`src/rtl/sdram_read_burst.sv`:
```
// SDRAM burst read engine: ACT/RD/PRE sequencing via arbiter grant, refresh yield, row/bank crossing.
// Latency: first rd_data_vld CAS_LAT+1 cycles after the RD command appears on rd_cmd.
// Backpressure: none on read data; bus access waits on rd_en, ref_req yields at burst end. Option: RD_AUTO_PRE_EN.
module sdram_read_burst #(
    parameter int ROW_W     = 12,
    parameter int COL_W     = 9,
    parameter int BANK_W    = 2,
    parameter int DQ_W      = 16,
    parameter int BURST_LEN = 4,
    parameter int CAS_LAT   = 3,
    parameter int TRCD      = 3,
    parameter int TRP       = 3,
    parameter int LEN_W     = 16
) (
    input  logic                          sclk,
    input  logic                          s_rst_n,
    input  logic                          rd_trig,
    input  logic [BANK_W+ROW_W+COL_W-1:0] rd_start_addr,
    input  logic [LEN_W-1:0]              rd_len,
    output logic                          rd_busy,
    output logic                          rd_done,
    output logic                          rd_req,
    input  logic                          rd_en,
    input  logic                          ref_req,
    output logic                          flag_rd_end,
    output logic [3:0]                    rd_cmd,
    output logic [ROW_W-1:0]              rd_addr,
    output logic [BANK_W-1:0]             bank_addr,
    input  logic [DQ_W-1:0]               sdram_dq_in,
    output logic [DQ_W-1:0]               rd_data,
    output logic                          rd_data_vld
);

    localparam int ADDR_W = BANK_W + ROW_W + COL_W;
    localparam logic [ADDR_W-1:0] BL_STEP   = ADDR_W'(BURST_LEN);
    localparam logic [ADDR_W-1:0] ADDR_MASK = ~ADDR_W'(BURST_LEN - 1);
    localparam logic [7:0]        BL_LAST   = 8'(BURST_LEN - 1);
    localparam logic [7:0]        TRCD_LAST = 8'(TRCD - 1);

    localparam logic [3:0] CMD_NOP = 4'b0111;
    localparam logic [3:0] CMD_ACT = 4'b0011;
    localparam logic [3:0] CMD_RD  = 4'b0101;
    localparam logic [3:0] CMD_PRE = 4'b0010;

    typedef enum logic [2:0] {IDLE, REQ, ACT, RD, PRE} state_t;

    state_t state, state_nxt;

    logic [ADDR_W-1:0] addr, addr_nxt, addr_post;
    logic [LEN_W-1:0]  rem, rem_nxt, rem_post;
    logic [7:0]        cnt, cnt_nxt, pre_last;
    logic              ref_seen, ref_seen_nxt;
    logic              ap_q, ap_q_nxt, ap, ap_now;
    logic              wrap_post, accept;

    logic [3:0]        cmd_nxt;
    logic [ROW_W-1:0]  raddr_nxt;
    logic [BANK_W-1:0] bank_nxt;
    logic              flag_nxt, in_rd_nxt, last_nxt;

    logic               in_rd_q, last_q;
    logic [CAS_LAT-1:0] vld_pipe, last_pipe;

    logic [COL_W-1:0]  col;
    logic [ROW_W-1:0]  row;
    logic [BANK_W-1:0] bank;

    assign col  = addr[COL_W-1:0];
    assign row  = addr[COL_W +: ROW_W];
    assign bank = addr[COL_W+ROW_W +: BANK_W];

    // Address and count advance on the RD cycle; these give the post-RD view at any burst count.
    assign addr_post = (cnt == '0) ? addr + BL_STEP : addr;
    assign rem_post  = (cnt == '0) ? rem - LEN_W'(1) : rem;
    assign wrap_post = (addr_post[COL_W-1:0] == '0);
    assign ap_now    = (cnt == '0) ? ap : ap_q;

`ifdef RD_AUTO_PRE_EN
    assign ap       = (rem_post == '0) || wrap_post || ref_req;
    assign pre_last = ap_q ? 8'(BURST_LEN + TRP - 2) : 8'(TRP - 1);
`else
    assign ap       = 1'b0;
    assign pre_last = 8'(TRP - 1);
`endif

    assign rd_req = (state == REQ);

    always_comb begin
        state_nxt    = state;
        cnt_nxt      = cnt;
        addr_nxt     = addr;
        rem_nxt      = rem;
        ref_seen_nxt = ref_seen;
        ap_q_nxt     = ap_q;
        cmd_nxt      = CMD_NOP;
        raddr_nxt    = '0;
        bank_nxt     = '0;
        flag_nxt     = 1'b0;
        in_rd_nxt    = 1'b0;
        last_nxt     = 1'b0;
        accept       = 1'b0;
        case (state)
            IDLE: begin
                if (rd_trig && (rd_len != '0) && !rd_busy) begin
                    accept    = 1'b1;
                    addr_nxt  = rd_start_addr & ADDR_MASK;
                    rem_nxt   = rd_len;
                    state_nxt = REQ;
                end
            end
            REQ: begin
                if (rd_en) begin
                    state_nxt = ACT;
                    cnt_nxt   = '0;
                end
            end
            ACT: begin
                if (cnt == '0) begin
                    cmd_nxt   = CMD_ACT;
                    raddr_nxt = row;
                    bank_nxt  = bank;
                end
                if (cnt == TRCD_LAST) begin
                    state_nxt = RD;
                    cnt_nxt   = '0;
                end else begin
                    cnt_nxt = cnt + 8'd1;
                end
            end
            RD: begin
                in_rd_nxt = 1'b1;
                if (cnt == '0) begin
                    cmd_nxt       = CMD_RD;
                    raddr_nxt     = ROW_W'(col);
                    raddr_nxt[10] = ap;
                    bank_nxt      = bank;
                    addr_nxt      = addr + BL_STEP;
                    rem_nxt       = rem - LEN_W'(1);
                    ap_q_nxt      = ap;
                end
                if (cnt == BL_LAST) begin
                    last_nxt = (rem_post == '0);
                    cnt_nxt  = '0;
                    // Refresh is only honoured here, so a burst is never cut short.
                    if ((rem_post == '0) || wrap_post || ref_req || ap_now) begin
                        state_nxt    = PRE;
                        ref_seen_nxt = ref_req;
                    end
                end else begin
                    cnt_nxt = cnt + 8'd1;
                end
            end
            PRE: begin
                if ((cnt == '0) && !ap_q) begin
                    cmd_nxt       = CMD_PRE;
                    raddr_nxt[10] = 1'b1;
                    bank_nxt      = bank;
                end
                if (cnt == pre_last) begin
                    cnt_nxt = '0;
                    if (rem == '0) begin
                        state_nxt = IDLE;
                        flag_nxt  = 1'b1;
                    end else if (ref_seen || ref_req) begin
                        state_nxt = REQ;
                        flag_nxt  = 1'b1;
                    end else begin
                        state_nxt = ACT;
                    end
                end else begin
                    cnt_nxt = cnt + 8'd1;
                end
            end
            default: state_nxt = IDLE;
        endcase
    end

    always_ff @(posedge sclk or negedge s_rst_n) begin
        if (!s_rst_n) begin
            state    <= IDLE;
            cnt      <= '0;
            addr     <= '0;
            rem      <= '0;
            ref_seen <= 1'b0;
            ap_q     <= 1'b0;
        end else begin
            state    <= state_nxt;
            cnt      <= cnt_nxt;
            addr     <= addr_nxt;
            rem      <= rem_nxt;
            ref_seen <= ref_seen_nxt;
            ap_q     <= ap_q_nxt;
        end
    end

    always_ff @(posedge sclk or negedge s_rst_n) begin
        if (!s_rst_n) begin
            rd_cmd      <= CMD_NOP;
            rd_addr     <= '0;
            bank_addr   <= '0;
            flag_rd_end <= 1'b0;
            in_rd_q     <= 1'b0;
            last_q      <= 1'b0;
        end else begin
            rd_cmd      <= cmd_nxt;
            rd_addr     <= raddr_nxt;
            bank_addr   <= bank_nxt;
            flag_rd_end <= flag_nxt;
            in_rd_q     <= in_rd_nxt;
            last_q      <= last_nxt;
        end
    end

    // in_rd_q spans exactly the beats of each issued RD; delay it by CAS latency to find DQ.
    always_ff @(posedge sclk or negedge s_rst_n) begin
        if (!s_rst_n) begin
            vld_pipe    <= '0;
            last_pipe   <= '0;
            rd_data     <= '0;
            rd_data_vld <= 1'b0;
            rd_done     <= 1'b0;
            rd_busy     <= 1'b0;
        end else begin
            vld_pipe    <= {vld_pipe[CAS_LAT-2:0], in_rd_q};
            last_pipe   <= {last_pipe[CAS_LAT-2:0], last_q};
            rd_data     <= sdram_dq_in;
            rd_data_vld <= vld_pipe[CAS_LAT-1];
            rd_done     <= last_pipe[CAS_LAT-1];
            if (accept) begin
                rd_busy <= 1'b1;
            end else if (rd_done) begin
                rd_busy <= 1'b0;
            end
        end
    end

endmodule
```
`config.mk`:
```
export PLATFORM = sky130hd
export DESIGN_NAME = sdram_read_burst
export DESIGN_NICKNAME = d
export VERILOG_FILES = /design/src/rtl/sdram_read_burst.sv
export SDC_FILE = /design/constraint.sdc
export NUM_CORES = 1
export LEC_CHECK = 0
export ABC_AREA = 1
export BUFFER_PORTS_ARGS = -buffer_cell sky130_fd_sc_hd__buf_2
export CORE_ASPECT_RATIO = 0.7
export CORE_MARGIN = 10
export CORE_UTILIZATION = 55
export CTS_BUF_LIST = sky130_fd_sc_hd__clkbuf_4
export CTS_CLUSTER_DIAMETER = 30
export DETAILED_ROUTE_END_ITERATION = 6
export GPL_TIMING_DRIVEN = 0
export PLACE_DENSITY = 0.76
export SKIP_CTS_REPAIR_TIMING = 1
export SLEW_MARGIN = 20
export SYNTH_ARGS = -nofsm -noshare
export SYNTH_HDL_FRONTEND = slang
export SYNTH_SLANG_ARGS = --single-unit
```
`constraint.sdc`:
```
create_clock -name sclk -period 3.8 [get_ports sclk]
set_input_delay 1.14 -clock sclk [delete_from_list [all_inputs] [get_ports sclk]]
set_output_delay 1.14 -clock sclk [all_outputs]
set_load 0.005 [all_outputs]
```
* Word level (Yosys, flattened, before mapping)
Index checks and enable logic that the tools add are counted.
** Word-level totals
- Bits in registers :: 98
- Bits in latches :: 0
- Bits in writable memories :: 0
- Memory bits (read-only) :: 0
- Input port bits :: 60
- Output and inout bits :: 39
- Word-level logic and storage cells :: 104
- Memories kept :: 0
** Operators by class
- Add/subtract/negate cells :: 3
- $mul :: 0
- Divide/modulo/power cells :: 0
- Order comparisons :: 0
- Eq/ne operators :: 13
- Shifts and indexed selects :: 0
- Muxes and demuxes :: 44
- Bitwise gates (word level) :: 0
- Reductions and logical operators :: 25
** Operators by type and width (count)
- $mux W23 :: 2
- $pmux W23 S2 :: 1
- $logic_not A16 Y1 :: 2
- $mux W16 :: 2
- $pmux W16 S2 :: 1
- $mux W3 :: 8
- $mux W8 :: 3
- $pmux W8 S3 :: 1
- $add A23 B3 Y23 const B :: 1
- $pmux W10 S2 :: 1
- $eq A8 B2 Y1 const B :: 2
- $reduce_bool A16 Y1 :: 1
- $sub A16 B1 Y16 const B :: 1
- $pmux W3 S5 :: 1
- $mux W1 :: 13
- $mux W12 :: 1
- $ne A2 B2 Y1 const B :: 6
- $mux W2 :: 5
- $logic_not A9 Y1 :: 1
- $mux W9 :: 1
- $pmux W3 S3 :: 1
- $add A8 B1 Y8 const B :: 1
- $logic_not A8 Y1 :: 1
- $eq A3 B2 Y1 const B :: 2
- 16 further kinds :: 26

* Logic depth before layout (Yosys ltp)
Gate-level depths: netlist of the first run.
- Depth in word-level cells :: 9
- Depth in mapped cells :: 18

* Least setup slack after synthesis of the first run
Ideal clock, no wire load.
- Path kind :: input-to-reg
- Start point :: in rd_len[3]
- End point :: reg addr[8]
- Library setup time :: 0.143 ns
- Arrival time :: 2.221 ns
- Required time :: 3.657 ns
- Setup slack :: 1.436 ns
- Stages :: 7
- Cells stage by stage :: nor4_1 > nand4_1 > nand3_1 > clkinv_1 > clkbuf_1 > nand2_1 > o221ai_1
** Between the ends
- Cells in the longest elaborated chain, start to end :: 5
** Ends and longest elaborated chain
- start, declared :: RTL line 19 : input logic [LEN_W-1:0] rd_len,
- $reduce_bool A16 Y1 :: RTL line 104 : if (rd_trig && (rd_len != '0) && !rd_busy) begin
- $logic_and A1 B1 Y1 (2 in a row) :: RTL line 104
- $ne A2 B2 Y1 (no line)
- $reduce_and A2 Y1 (no line)
- end signal, assigned :: RTL line 189 : addr <= addr_nxt;
- end, declared :: RTL line 49 : logic [ADDR_W-1:0] addr, addr_nxt, addr_post;
No other way between the ends.
A chain may end at the register's enable or synchronous reset.

* Worst setup path after layout of the first run
- Start point :: in rd_len[11]
- End point :: reg addr[7]
The elaborated chain is that of the path after synthesis.

==> out/results.txt, run 1 <==
Synth cell types = 42
Root buf cell = clkbuf_4
Commonest cells after routing, fill and taps aside = nand2_1 (149), buf_2 (98), dfrtp_1 (92), nor2_1 (79), inv_1 (73)
Largest buffer count on any clock path = 2
Critical path endpoint = addr[7]$_DFFE_PN0P_
RD Place Congestion = 0.935
Outcome = completed
Final Hold Viols = 0
Io pins = 99
Synthesis Warnings = 0
Synthesized net count = 680
R2r startpoint = rem[0]$_DFFE_PN0P_
Reg power frac = 0.377
Max-slew violations = 0
Post-synthesis sequential area ratio = 0.485
Logic pwr share = 0.474
CTS Buf Count = 9
Final period utilization = 0.765
WP data required = 4.13 ns
Critical path's top delay family = simple AND/OR/NAND/NOR gates
Final ANT Viol Nets = 0
Arrival time at the worst endpoint = 3.23 ns
Routed wire per std cell = 16.5 um
Seq cells post-synth = 95
Clock slew at the register clock pins of the worst setup and hold paths = 0.15 ns
I/O Buffers = 95
Clock Skews = 0.0222 ns
H-tree depth = 3
Via count = 4655
Ys flop type = dfrtp_1
Critical path startpoint = rd_len[11]
Sw Ratio = 0.458
Worst Reg-to-Reg Cells = 15
Power Density = 701 mW/mm^2
CP Capture Type = flip-flop
Reg2Reg Setup Slack = 1.46 ns
VDD IR max = 0.000411 V
Gr usage total = 0.215
First-pass GRT wire length = 23.0 mm
Tmin final = 2.91 ns
Slowest stage delay, CP = 0.54 ns
Final setup TNS = 0 ns
Rel. slew slack = 0.588
Most common cell after layout, fill and taps aside = nand2_1
Synthesis-to-finish area growth = 16.6%
CP Max Fanout = 10
Core area = 0.00858 sq mm
Via/cell ratio = 5.50
Startpoint Class = input pin
Final WL = 14.0 mm
RSZ-0062 raised after global routing = false
Grt ovf = 0
Vias in the first global route = 4443
Post-route cell area = 0.00572 sq mm
Drt pass-1 iters = 5
Leakage = 2.85 nW
Worst Tran Pin Value = 0.618 ns
Largest net degree at the start of global routing = 54
Fraction of layout cells with a size suffix above 1 = 0.208
Cell Area, Synth = 0.00491 sq mm
Initial core utilization = 0.572
Clock network fraction of design power = 0.149
Max-cap viol count = 0
# nets final = 787
Clk_lat worst skew = 0.46 ns
WS Path Type = input pin to flip-flop
TritonCTS Sinks = 95
Die H = 99.0 um
DP Area = 0.00557 sq mm
Antenna violations before repair = 0
Setup WS pre-CTS = 0.469 ns
DRT iter0 DRCs = 485
Final Setup Violations = 0
Fraction of registers with async set/reset = 1.00
Row cnt = 28
Number of flops mapped to enable cells by yosys = 0
DP Wirelength = 10.6 mm
WHS = 0.368 ns
Sw Pwr = 0.00184 W
FILL cells = 715
Antenna diodes = 0
Fmax = 0.344 GHz
Power Internal = 0.00218 W
WP buf/inv = 3
Post-layout util = 0.667
Worst setup margin = 0.894 ns
Die width = 133 um
Critical Path Stages = 8
Area of the die = 0.0132 sq mm
Syn Area/Cell = 7.99 sq um
R2r endpoint = ref_seen$_DFFE_PN0P_
CTS tree = yes
Slowest stage cell, crit path = nor4_1
Crit-path cells = buf_2, nor4_1, nand4_1, nand3_1, clkinv_1, clkbuf_1, nand2_1, o221ai_1
Worst hold path class = flip-flop to flip-flop
Syn Inst Count = 614
# DRC = 0
-- logic make-up (layout without fill, tap and decap cells) --
| kind of cell | Yosys count | count (layout) | synth area share |
|---|---|---|---|
| compound gates | 94 | 94 | 0.120 |
| xor+xnor | 4 | 4 | 0.00714 |
| fa+ha+maj | 6 | 6 | 0.0153 |
| buf+inv | 95 | 207 | 0.0798 |
| flops | 95 | 95 | 0.485 |
| other cells | 1 | 1 | 0.000764 |
| simple gates | 319 | 319 | 0.292 |
-- synth_stat cells, types with 2 or more instances --
library cell | number | area (sq um)
nor3b_1 | 2 | 15.0
a32oi_1 | 2 | 17.5
inv_2 | 4 | 15.0
dfstp_2 | 3 | 78.8
buf_6 | 2 | 22.5
o21ai_0 | 29 | 145
a21oi_1 | 18 | 90.1
nand4_1 | 10 | 62.6
a31oi_1 | 3 | 18.8
o32ai_1 | 2 | 17.5
nor2_4 | 7 | 78.8
nand3b_1 | 2 | 15.0
nor3_1 | 10 | 50.1
buf_4 | 4 | 30.0
buf_1 | 2 | 7.51
xor2_1 | 4 | 35.0
o221ai_1 | 7 | 61.3
inv_1 | 73 | 274
clkbuf_1 | 5 | 18.8
nand3_2 | 3 | 30.0
ha_1 | 6 | 75.1
nor2_2 | 6 | 37.5
nand2_2 | 2 | 12.5
dfrtp_1 | 92 | 2300
nor3_2 | 4 | 40.0
buf_2 | 4 | 20.0
nor2_1 | 79 | 297
o211ai_1 | 9 | 67.6
a22oi_1 | 6 | 45.0
nand2_1 | 149 | 559
o22ai_1 | 13 | 81.3
nor4_1 | 5 | 31.3
nand3_1 | 38 | 190
-- power by group through the flow --
stage	clock (W)	combinational, W	sequential, W
floorplan	0	0.00135	0.00147
global placement	0	0.00181	0.00151
detailed placement	0	0.00186	0.00152
CTS	0.000612	0.00188	0.00150
global route	0.000653	0.00216	0.00154
finish	0.000598	0.00190	0.00151
-- area by class of cell --
| type | count | area (sq um) | area share |
|---|---|---|---|
| buffer | 17 | 98.8 | 0.0173 |
| clock buffer | 9 | 67.6 | 0.0118 |
| clock inverter | 7 | 87.6 | 0.0153 |
| inverter | 78 | 293 | 0.0512 |
| multi-input combinational | 424 | 2140 | 0.373 |
| sequential | 95 | 2380 | 0.416 |
| tap | 120 | 150 | 0.0262 |
| timing repair buffer | 96 | 509 | 0.0890 |
-- worst min path at each step --
stage / slack, ns / startpoint / depth (start not counted) / to
floorplan: 0.33 / last_q$_DFF_PN0_ / 0 / last_pipe[0]$_DFF_PN0_
global placement: 0.33 / vld_pipe[1]$_DFF_PN0_ / 0 / vld_pipe[2]$_DFF_PN0_
detailed placement: 0.34 / in_rd_q$_DFF_PN0_ / 0 / vld_pipe[0]$_DFF_PN0_
CTS: 0.37 / in_rd_q$_DFF_PN0_ / 0 / vld_pipe[0]$_DFF_PN0_
global route: 0.37 / last_q$_DFF_PN0_ / 0 / last_pipe[0]$_DFF_PN0_
finish: 0.37 / in_rd_q$_DFF_PN0_ / 0 / vld_pipe[0]$_DFF_PN0_
-- state kept, by name, summed over array words and instances, names as in the netlist, 2 cells and up --
signal and cells:
addr 21, bank_addr 2, cnt 8, last_pipe 3, rd_addr 12, rd_cmd 3
rd_data 16, rem 16, state 3, vld_pipe 3
-- metrics by stage --
step,instances,total power [W]
2_1_floorplan,614,0.00282
3_3_place_gp,829,0.00332
3_5_place_dp,830,0.00338
4_1_cts,846,0.00399
5_1_grt,846,0.00435
6_report,846,0.00401
-- metal layers --
| layer | share of wire | track usage | vias up |
|---|---|---|---|
| li1 | - | - | 2232 |
| met1 | 0.46 | 0.305 | 2212 |
| met2 | 0.43 | 0.310 | 188 |
| met3 | 0.092 | 0.0669 | 23 |
| met4 | 0.014 | 0.0582 | 0 |
| met5 | 0 | 0 | - |
Power figures use the tool's default switching activity.
==> run 2: changes to the inputs <==
- ABC_AREA: 1 -> 0
- CORE_UTILIZATION: 55 -> 51
- PLACE_DENSITY: 0.76 -> 0.74
- clock period: 3.8 -> 2.5 ns (I/O delays scaled with it)
==> run 2 against run 1 <==
Compared with the run above:
- the run now ends with setup timing left
- total power grew 46%
- sequential share of layout area is 0.73 points lower
- synthesized area shrank 6.2%
- sequential cell count unchanged
- largest power group unchanged
==> out/results.txt, run 2 <==
Max-slew violations = 0 (unchanged)
Xor and xnor area share after synthesis = 0.0133 (was 0.00714)
Max FFs per register = 21 (unchanged)
Reg power frac = 0.366 (was 0.377)
Simple-gate area share of the yosys netlist = 0.211 (was 0.292)
Commonest cells after routing, fill and taps aside = buf_2 (95), dfrtp_1 (89), nand2_1 (48), nor2_1 (38), o21ai_0 (33) (was nand2_1 (149), buf_2 (98), dfrtp_1 (92), nor2_1 (79), inv_1 (73))
Synth cell types = 63 (was 42)
CP Max Fanout = 5 (was 10)
I/O Buffers = 95 (unchanged)
CTS Buf Count = 9 (unchanged)
Most common cell in the netlist = dfrtp_1 (was nand2_1)
Most common cell after layout, fill and taps aside = buf_2 (was nand2_1)
Critical path's top delay family = simple AND/OR/NAND/NOR gates (unchanged)
Final period utilization = 1.21
Fmax = 0.330 GHz
DP Wirelength = 10.4 mm (was 10.6 mm)
Via/cell ratio = 6.27 (was 5.50)
Synth top cells by count = dfrtp_1 (92), nand2_1 (48), nor2_1 (41) (was nand2_1 (149), dfrtp_1 (92), nor2_1 (79))
Routed wire per std cell = 20.3 um (was 16.5 um)
Die H = 99.5 um (was 99.0 um)
Syn Area/Cell = 9.55 sq um (was 7.99 sq um)
# DRC = 0 (unchanged)
Largest buffer count on any clock path = 2 (unchanged)
Gr usage total = 0.210 (was 0.215)
Clk_lat worst skew = 0.45 ns (was 0.46 ns)
Sw Pwr = 0.00255 W (was 0.00184 W)
Main combinational cell family by area after synthesis = simple AND/OR/NAND/NOR gates (unchanged)
Number of flops mapped to enable cells by yosys = 0 (unchanged)
Yosys top cell area share = 0.500 (was 0.469)
Worst hold path class = input pin to async pin (was flip-flop to flip-flop)
Worst setup margin = -0.534 ns (was 0.894 ns)
Clock network fraction of design power = 0.127 (was 0.149)
Tmin final = 3.03 ns
Synthesized net count = 548 (was 680)
Worst Tran Pin Value = 0.740 ns (was 0.618 ns)
Critical Path Stages = 9 (was 8)
Vias in the first global route = 4329 (was 4443)
Power Density = 1000 mW/mm^2 (was 701 mW/mm^2)
First-pass GRT wire length = 22.5 mm (was 23.0 mm)
Final Hold Viols = 0 (unchanged)
CP Capture Type = flip-flop (unchanged)
Logic pwr share = 0.507 (was 0.474)
Row cnt = 28 (unchanged)
Io pins = 99 (unchanged)
Synth Area in Compound Gates = 0.196 (was 0.120)
# nets final = 678 (was 787)
Post-route cell area = 0.00583 sq mm (was 0.00572 sq mm)
Largest register by flop count = addr (unchanged)
Regs by FF count = addr x21, rd_data x16, rem x16 (unchanged)
Root buf cell = clkbuf_4 (unchanged)
Grt ovf = 0 (unchanged)
Slowest stage delay, CP = 0.54 ns (about the same)
TritonCTS Sinks = 95 (unchanged)
Drt pass-1 iters = 6 (was 5)
Reg2Reg Setup Slack = -0.53 ns (was 1.46 ns)
Sw Ratio = 0.436 (was 0.458)
Synth Area in Adders = 0.0163 (was 0.0153)
Critical path endpoint = state[0]$_DFFE_PN0P_ (was addr[7]$_DFFE_PN0P_)
Slowest stage cell, crit path = or4_4 (was nor4_1)
WP buf/inv = 1 (was 3)
RSZ-0062 raised after global routing = true (was false)
Clock slew at the register clock pins of the worst setup and hold paths = 0.15 ns (about the same)
Final Setup Violations = 6 (was 0)
Fraction of registers with async set/reset = 1.00 (unchanged)
R2r endpoint = state[0]$_DFFE_PN0P_ (was ref_seen$_DFFE_PN0P_)
Post-synthesis sequential area ratio = 0.517 (was 0.485)
Crit-path cells = inv_2, ha_4, nor3b_4, nand4_1, xnor2_1, or4_1, or4_4, and2_4, a221o_1 (was buf_2, nor4_1, nand4_1, nand3_1, clkinv_1, clkbuf_1, nand2_1, o221ai_1)
VDD IR max = 0.000583 V (was 0.000411 V)
Startpoint Class = flip-flop (was input pin)
Failing checks = setup timing
Area of the die = 0.0133 sq mm (was 0.0132 sq mm)
H-tree depth = 3 (unchanged)
Dominant cell type by area after synthesis = dfrtp_1 (unchanged)
Final WL = 15.0 mm (was 14.0 mm)
R2r startpoint = cnt[1]$_DFFE_PN0P_ (was rem[0]$_DFFE_PN0P_)
Top post-synthesis cells by area = dfrtp_1 (50%), nand2_1 (3.9%), o21ai_0 (3.7%) (was dfrtp_1 (47%), nand2_1 (11%), nor2_1 (6.0%))
WS Path Type = flip-flop to flip-flop (was input pin to flip-flop)
Critical path startpoint = cnt[1]$_DFFE_PN0P_ (was rd_len[11])
Ys flop type = dfrtp_1 (unchanged)
Initial core utilization = 0.534 (was 0.572)
Synthesis-to-finish area growth = 26.8% (was 16.6%)
Antenna diodes = 0 (unchanged)
DRT iter0 DRCs = 599 (was 485)
Die width = 134 um (was 133 um)
Fraction of layout cells with a size suffix above 1 = 0.321 (was 0.208)
Mux share of post-synthesis cell area = 0.00897 (was 0)
Power Internal = 0.00330 W (was 0.00218 W)
CTS tree = yes (unchanged)
Cell Area, Synth = 0.00460 sq mm (was 0.00491 sq mm)
Leakage = 2.63 nW (was 2.85 nW)
Via count = 4620 (was 4655)
Core area = 0.00862 sq mm (was 0.00858 sq mm)
Rel. slew slack = 0.507 (was 0.588)
Max-cap viol count = 0 (unchanged)
WHS = 0.201 ns (was 0.368 ns)
Synthesis Warnings = 0 (unchanged)
Worst Reg-to-Reg Cells = 9 (was 15)
Largest net degree at the start of global routing = 54 (unchanged)
Clock Skews = 0.0188 ns (was 0.0222 ns)
Arrival time at the worst endpoint = 3.39 ns (was 3.23 ns)
Seq cells post-synth = 95 (unchanged)
RD Place Congestion = 0.918 (was 0.935)
WP data required = 2.86 ns (was 4.13 ns)
Syn Inst Count = 482 (was 614)
Outcome = finished with violations (was completed)
Antenna violations before repair = 0 (unchanged)
Final ANT Viol Nets = 0 (unchanged)
DP Area = 0.00529 sq mm (was 0.00557 sq mm)
## run 2: cell types whose count changed in the layout (fill, tap and decap cells not counted), moves of 10 or more
cell,previous run,this run
a22o_1,0,10
nand2_1,149,48
inv_1,73,7
nor2_1,79,38
nand3_1,38,14
buf_4,4,25
a21oi_1,18,28
## run 2: layout make-up
type	instances	area (sq um)
plain buffers	26	146
clock buffers	12	90.1
clock inverters	4	25.0
fillers	736	2780
inverters	14	56.3
multi-input cells	345	2260
flip-flops and latches	95	2380
well taps	120	150
repair buffers	121	718
## run 2: worst min-delay path by stage
stage | startpoint | depth (start not counted) | end
2_1_floorplan | last_q$_DFF_PN0_ | 0 | last_pipe[0]$_DFF_PN0_
3_3_place_gp | last_pipe[2]$_DFF_PN0_ | 0 | rd_done$_DFF_PN0_
3_5_place_dp | last_pipe[1]$_DFF_PN0_ | 0 | last_pipe[2]$_DFF_PN0_
4_1_cts | s_rst_n | 1 | rd_data[1]$_DFF_PN0_
5_1_grt | s_rst_n | 1 | rd_data[4]$_DFF_PN0_
6_report | s_rst_n | 1 | rd_addr[5]$_DFF_PN0_
## run 2: layer usage
| layer | vias up | GRT usage | part of all wire | wire, um |
|---|---|---|---|---|
| li1 | 2059 | - | - | - |
| met1 | 2191 | 0.280 | 0.41 | 6180 |
| met2 | 308 | 0.306 | 0.44 | 6560 |
| met3 | 62 | 0.0759 | 0.12 | 1740 |
| met4 | 0 | 0.0776 | 0.033 | 488 |
| met5 | - | 0 | 0 | 0 |
## run 2: kinds of logic after synthesis
logic type | after synthesis
compound gates | 134
xor+xnor | 7
fa+ha+maj | 6
buf+inv | 42
flops | 95
mux | 4
other cells | 1
simple gates | 193
## run 2: stage by stage
| step | TNS, ns | power [W] | cells | util | worst slack, ns |
|---|---|---|---|---|---|
| finish | -1.92 | 0.00585 | 737 | 0.677 | -0.534 |
| global route | -2.77 | 0.00620 | 737 | 0.677 | -0.621 |
| CTS | -17.26 | 0.00517 | 714 | 0.627 | -0.996 |
| detailed placement | -24.72 | 0.00443 | 698 | 0.614 | -1.00 |
| global placement | -52.34 | 0.00434 | 697 | 0.609 | -0.956 |
| floorplan | -1.11 | 0.00363 | 482 | - | -0.451 |
## run 2: worst reg2reg max path, cell delays in order, from the launching register on
cell     delay (ns)
dfrtp_1        0.45
inv_2          0.10
ha_4           0.13
nor3b_4        0.32
nand4_1        0.24
xnor2_1        0.19
or4_1          0.49
or4_4          0.54
and2_4         0.18
a221o_1        0.31
## run 2: power by group through the flow
| stage | logic [W] | clock network, W | registers (W) |
|---|---|---|---|
| 3_5_place_dp | 0.00229 | 0 | 0.00214 |
| 4_1_cts | 0.00230 | 0.000754 | 0.00212 |
| 3_3_place_gp | 0.00221 | 0 | 0.00213 |
| 6_report | 0.00297 | 0.000742 | 0.00214 |
| 5_1_grt | 0.00319 | 0.000828 | 0.00218 |
| 2_1_floorplan | 0.00153 | 0 | 0.00209 |
